<file path="src/rtl/pipeline_hazard_ctrl.sv">
//------------------------------------------------------------------------------
// Module      : pipeline_hazard_ctrl
// Description : Pipeline hazard controller for a 5-stage in-order core.
//               Generates per-stage update enables and bubble (flush) strobes
//               from load-use hazards, taken branches and memory back-pressure.
//               Tracks a saturating count of front-end stall cycles.
// Revision    : 1.0 - initial release
//------------------------------------------------------------------------------
`default_nettype none

module pipeline_hazard_ctrl #(
  parameter int LOAD_LAT = 1    // bubble cycles per load-use hazard, 1..4
) (
  input  logic        clk,
  input  logic        rst,
  input  logic        loads_ex,
  input  logic [2:0]  num_Rd_ex,
  input  logic        valid_id,
  input  logic [2:0]  num_Rm_id,
  input  logic [2:0]  num_Rn_id,
  input  logic [2:0]  num_Rd_id,
  input  logic [2:0]  used_RmRnRd_id,
  input  logic        branch_taken,
  input  logic        mem_busy,
  output logic        update_if,
  output logic        update_id,
  output logic        update_ex,
  output logic        update_mem,
  output logic        flush_id,
  output logic        flush_ex,
  output logic [1:0]  state,
  output logic [15:0] stall_cnt
);

  typedef enum logic [1:0] {
    ST_RUN    = 2'd0,
    ST_LSTALL = 2'd1,
    ST_MWAIT  = 2'd2,
    ST_FLUSH  = 2'd3
  } state_t;

  // Remaining LSTALL cycles after the hazard cycle itself; the hazard cycle
  // and the final LSTALL cycle (counter == 0) each account for one bubble.
  localparam logic [1:0] C_LSTALL_INIT = (LOAD_LAT >= 2) ? 2'(LOAD_LAT - 2) : 2'd0;

  state_t      state_q, state_d;
  state_t      ret_state_q, ret_state_d;
  logic [1:0]  cnt_q, cnt_d;
  logic [1:0]  ret_cnt_q, ret_cnt_d;
  logic [15:0] stall_cnt_q;

  logic        hazard;
  state_t      eff_state;
  logic [1:0]  eff_cnt;

  // Load-use hazard: EX load writes a register the decode instruction reads.
  always_comb begin
    hazard = loads_ex & valid_id &
             ((used_RmRnRd_id[2] & (num_Rm_id == num_Rd_ex)) |
              (used_RmRnRd_id[1] & (num_Rn_id == num_Rd_ex)) |
              (used_RmRnRd_id[0] & (num_Rd_id == num_Rd_ex)));
  end

  // When leaving MWAIT, behave this very cycle as the state that was parked.
  always_comb begin
    if (state_q == ST_MWAIT) begin
      eff_state = ret_state_q;
      eff_cnt   = ret_cnt_q;
    end else begin
      eff_state = state_q;
      eff_cnt   = cnt_q;
    end
  end

  // Next-state and output decode, priority mem_busy > branch_taken > hazard.
  always_comb begin
    state_d     = state_q;
    cnt_d       = cnt_q;
    ret_state_d = ret_state_q;
    ret_cnt_d   = ret_cnt_q;
    update_if   = 1'b0;
    update_id   = 1'b0;
    update_ex   = 1'b0;
    update_mem  = 1'b0;
    flush_id    = 1'b0;
    flush_ex    = 1'b0;

    if (rst) begin
      // Everything frozen; registers are cleared by the sequential block.
    end else if (mem_busy) begin
      // Whole pipe freezes; park the current context on entry to MWAIT only,
      // so a long wait keeps the context captured on its first cycle.
      if (state_q != ST_MWAIT) begin
        ret_state_d = state_q;
        ret_cnt_d   = cnt_q;
        state_d     = ST_MWAIT;
      end
    end else begin
      cnt_d = eff_cnt;
      case (eff_state)
        ST_RUN: begin
          if (branch_taken) begin
            update_if  = 1'b1;
            update_id  = 1'b1;
            update_ex  = 1'b1;
            update_mem = 1'b1;
            flush_id   = 1'b1;
            state_d    = ST_FLUSH;
          end else if (hazard) begin
            update_ex  = 1'b1;
            update_mem = 1'b1;
            flush_ex   = 1'b1;
            if (LOAD_LAT >= 2) begin
              cnt_d   = C_LSTALL_INIT;
              state_d = ST_LSTALL;
            end else begin
              state_d = ST_RUN;
            end
          end else begin
            update_if  = 1'b1;
            update_id  = 1'b1;
            update_ex  = 1'b1;
            update_mem = 1'b1;
            state_d    = ST_RUN;
          end
        end

        ST_LSTALL: begin
          if (branch_taken) begin
            // The stalled decode instruction is on the wrong path; drop it.
            update_if  = 1'b1;
            update_id  = 1'b1;
            update_ex  = 1'b1;
            update_mem = 1'b1;
            flush_id   = 1'b1;
            state_d    = ST_FLUSH;
          end else begin
            update_ex  = 1'b1;
            update_mem = 1'b1;
            flush_ex   = 1'b1;
            if (eff_cnt == 2'd0) begin
              state_d = ST_RUN;
            end else begin
              cnt_d   = eff_cnt - 2'd1;
              state_d = ST_LSTALL;
            end
          end
        end

        ST_FLUSH: begin
          // Second wrong-path slot; any hazard it shows is irrelevant.
          update_if  = 1'b1;
          update_id  = 1'b1;
          update_ex  = 1'b1;
          update_mem = 1'b1;
          flush_id   = 1'b1;
          state_d    = branch_taken ? ST_FLUSH : ST_RUN;
        end

        default: begin
          // A parked MWAIT context cannot occur; recover to RUN.
          state_d = ST_RUN;
        end
      endcase
    end
  end

  // State, parked context and saturating stall counter registers.
  always_ff @(posedge clk) begin
    if (rst) begin
      state_q     <= ST_RUN;
      ret_state_q <= ST_RUN;
      cnt_q       <= 2'd0;
      ret_cnt_q   <= 2'd0;
      stall_cnt_q <= 16'd0;
    end else begin
      state_q     <= state_d;
      ret_state_q <= ret_state_d;
      cnt_q       <= cnt_d;
      ret_cnt_q   <= ret_cnt_d;
      if (!update_id && (stall_cnt_q != 16'hFFFF)) begin
        stall_cnt_q <= stall_cnt_q + 16'd1;
      end
    end
  end

  assign state     = state_q;
  assign stall_cnt = stall_cnt_q;

endmodule

`default_nettype wire

</file>
<file path="config.mk">
export PLATFORM = sky130hd
export DESIGN_NAME = pipeline_hazard_ctrl
export DESIGN_NICKNAME = d
export VERILOG_FILES = /design/src/rtl/pipeline_hazard_ctrl.sv
export SDC_FILE = /design/constraint.sdc
export NUM_CORES = 1
export LEC_CHECK = 0
export ABC_AREA = 1
export CORE_MARGIN = 2
export CORE_UTILIZATION = 25
export CTS_BUF_LIST = sky130_fd_sc_hd__clkbuf_2 sky130_fd_sc_hd__clkbuf_4 sky130_fd_sc_hd__clkbuf_8
export DETAILED_ROUTE_END_ITERATION = 6
export DONT_BUFFER_PORTS = 1
export SLEW_MARGIN = 20
export SYNTH_ARGS = -nofsm -noshare
export SYNTH_HDL_FRONTEND = slang
export SYNTH_SLANG_ARGS = --single-unit
</file>
<file path="constraint.sdc">
create_clock -name clk -period 2.19 [get_ports clk]
set_input_delay 0.438 -clock clk [delete_from_list [all_inputs] [get_ports clk]]
set_output_delay 0.438 -clock clk [all_outputs]
set_load 0.01 [all_outputs]
</file>
==> impl_metrics.tcl <==
set metrics [dict create \
    arrival_ps 1600 \
    syn_area_um2 1610 \
    synth_top_area_cell "dfxtp_1" \
    slew_headroom_pct 70.7 \
    cts_root_buf "clkbuf_8" \
    cts.sinks 24 \
    p_clk_share_pct 31.0 \
    crit_chain "inv_1 -> a21oi_2 -> inv_1 -> ha_1 -> nand2_1 -> a211oi_1 -> buf_4" \
    wire_per_inst_um 10.9 \
    setup.worst_path.end_class "output port" \
    worst_pin_slew_ps 435 \
    seq_power_share_pct 53.6 \
    power_frac_comb_pct 15.4 \
    drc 0 \
    die_y_um 84.1 \
    dieWidth_um 84.1 \
    fin_crit_sh_pct 92.9 \
    core_um2 6280 \
    synth_cell_types 26 \
    io_buffers 0 \
    critPathRequiredTime_ps 1750 \
    hold_violations 0 \
    p_sw_share_pct 27.3 \
    r2r_start "stall_cnt[1]$_SDFFE_PP0P_" \
    fmax_mhz 492 \
    intPower_w 0.000623 \
    tritoncts "done" \
    drtIter0Drc 80 \
    slew_viol_final 0 \
    final_layout_size_suffix_gt1_share_pct 12.2 \
    final.min_clock_period_ps 2030 \
    path_max_fanout 4 \
    routabilityCongestion 0.810 \
    maxCapViolCount 0 \
    hold_end "stall_cnt[11]$_SDFFE_PP0P_" \
    first_pass_iters 4 \
    vias 1518 \
    r2r_slack_ps 290 \
    avgSynthCellArea_um2 6.40 \
    crit_top_cell "inv_1" \
    hp-start "rst" \
    place_area_um2 1770 \
    path_class "flop to output port" \
    clkTransAtPathRegs_ps 90 \
    insertion_delay_ps 270 \
    initial_utilization_pct 25.6 \
    grt_max_degree 23 \
    peakVddDrop_uv 198 \
    std_cell_rows 29 \
    start_kind "flop" \
    synth_top_area_share_pct 29.9 \
    fin_skew_ps 12.1 \
    cts_buffers 3 \
    antennaDiodeCount 0 \
    synthTopCellsByArea "dfxtp_1 30%, nand2_1 16%, a21oi_1 7.8%" \
    grt_pass1_wl_um 6620 \
    hpwl_um 2980 \
    first_global_vias 1466 \
    status "completed" \
    antenna_found_initial 0 \
    whs_path_depth 1 \
    route.final.wire_length_um 3710 \
    nNetsFinal 290 \
    syn_nets 277 \
    grtUsageTotal_pct 11.1 \
    yosysWarnings 0 \
    synth-seq-cells 24 \
    syn_inst 251 \
    finalInstanceArea_um2 1820 \
    finalSetupViolCount 0 \
    gr-total-overflow 0 \
    io_pins 45 \
    rsz0062_at_grt "false" \
    fin_setup_tns_ps 0 \
    p_switching_w 0.000234 \
    vias_per_cell 4.48 \
    worst_path_max_delay_cell "dfxtp_4" \
    die-area_um2 7080 \
    htreeDepth 1 \
    cpPeakStageDelay_ps 370 \
    syn_to_final_growth_pct 13.6 \
    drtAntennaViolNets 0 \
    ys_seq_area_share_pct 29.9 \
    p_per_area_nw_per_um2 470 \
    p_leak_nw 0.777 \
    worstHoldPathType "input port to flop" \
    hold_buffers 0 \
    r2r_cells 9 \
    timing.rr.end "stall_cnt[10]$_SDFFE_PP0P_" \
    cts_buffer_depth 2 \
]
per-layer routing:
layer | track usage [%] | routed length (um)
met4 | 3.67 | 62
met3 | 3.54 | 216
met5 | 0 | 0
met1 | 13.4 | 1760
met2 | 18.6 | 1670
stage by stage:
stage          utilization, %  power [W]  setup WS, ps  hold slack, ps  std cells
2_1_floorplan               -   0.000575          12.8             439        251
3_3_place_gp             28.3   0.000601           218             447        336
3_5_place_dp             28.3   0.000602           220             453        336
4_1_cts                  29.0   0.000868         0.645             219        339
5_1_grt                  29.1   0.000906          11.9             214        339
6_report                 29.1   0.000857           156             227        339
cells in the final DEF, fill, tap and decap left out:
cell       n
nand3_4    1
dfxtp_4    1
buf_4     15
a21oi_1   23
dfxtp_1   22
xor2_1    12
ha_1       5
nor3_1     7
nand4_1    3
dfxtp_2    1
nand2_1   70
nand3_1   22
clkbuf_8   3
inv_1     32
inv_2      5
nor3_4     1
a221oi_1   2
and3_1     1
nand2_2    1
a21oi_2    2
nor4_1     2
nor3_2     1
nor2_1    22
nand2_4    1
a211oi_1   2
o211ai_1   1
o21ai_0    4
cells in the mapped netlist:
library cell,n
inv_2,4
buf_4,2
nor3_4,1
dfxtp_1,24
nor4_1,2
nand3_1,22
xor2_1,12
nand2_2,1
o211ai_1,1
a21oi_1,25
a221oi_1,2
o21ai_0,4
nand2_1,70
clkbuf_1,2
buf_6,1
nand2_4,1
nand3_4,1
nor3_2,1
nor3_1,7
nand4_1,3
nor2_1,22
buf_2,2
and3_1,1
a211oi_1,2
inv_1,33
ha_1,5
power groups by stage:
stage	clock, W	combinational [W]	sequential (W)
floorplan	0	0.000102	0.000474
global placement	0	0.000132	0.000469
detailed placement	0	0.000132	0.000469
CTS	0.000275	0.000133	0.000460
global route	0.000290	0.000154	0.000462
finish	0.000266	0.000132	0.000459
worst max path at each step:
stage | startpoint | end | slack (ps)
finish | state[0]$_SDFFE_PP0P_ | flush_ex | 160
global route | state[1]$_SDFFE_PP0P_ | update_id | 10
CTS | state[1]$_SDFFE_PP0P_ | update_if | 0.6
detailed placement | state[1]$_SDFFE_PP0P_ | stall_cnt[14]$_SDFFE_PP0P_ | 220
global placement | state[1]$_SDFFE_PP0P_ | stall_cnt[14]$_SDFFE_PP0P_ | 220
floorplan | state[0]$_SDFFE_PP0P_ | update_if | 10
logic make-up after synthesis:
family	count (synthesis)	synth area share, %
adder cells (fa/ha/maj)	5	3.90
flip-flops	24	29.9
AO/OA/AOI/OAI	34	11.5
XOR/XNOR	12	6.55
AND/OR/NAND/NOR	132	36.7
buffers and inverters	44	11.4
cell type report:
| type | instances | area, um2 |
|---|---|---|
| multi-input cells | 183 | 950 |
| flip-flops and latches | 24 | 485 |
| repair buffers | 15 | 113 |
| clock buffers | 3 | 41.3 |
| fillers | 698 | 4450 |
| inverters | 37 | 139 |
| well taps | 77 | 96.3 |
state kept, by name, summed over array words and instances (netlist names):
| signal | flops |
|---|---|
| stall_cnt | 16 |
| cnt_q | 2 |
| ret_cnt_q | 2 |
| ret_state_q | 2 |
| state | 2 |
worst max-delay path, delay by kind of cell, from the launching register on:
| family | cells | cell delay, ps |
|---|---|---|
| AO/OA/AOI/OAI | 2 | 310 |
| adder cells (fa/ha/maj) | 1 | 200 |
| buffers and inverters | 3 | 330 |
| flip-flops | 1 | 370 |
| AND/OR/NAND/NOR | 1 | 120 |
timing repair:
item	in CTS	in global routing
cloned	0	0
pin swaps	0	0
buffers inserted	0	0
setup endpoints to repair	2	3
resized for setup	2	3
(Power assumes the default switching activity.)
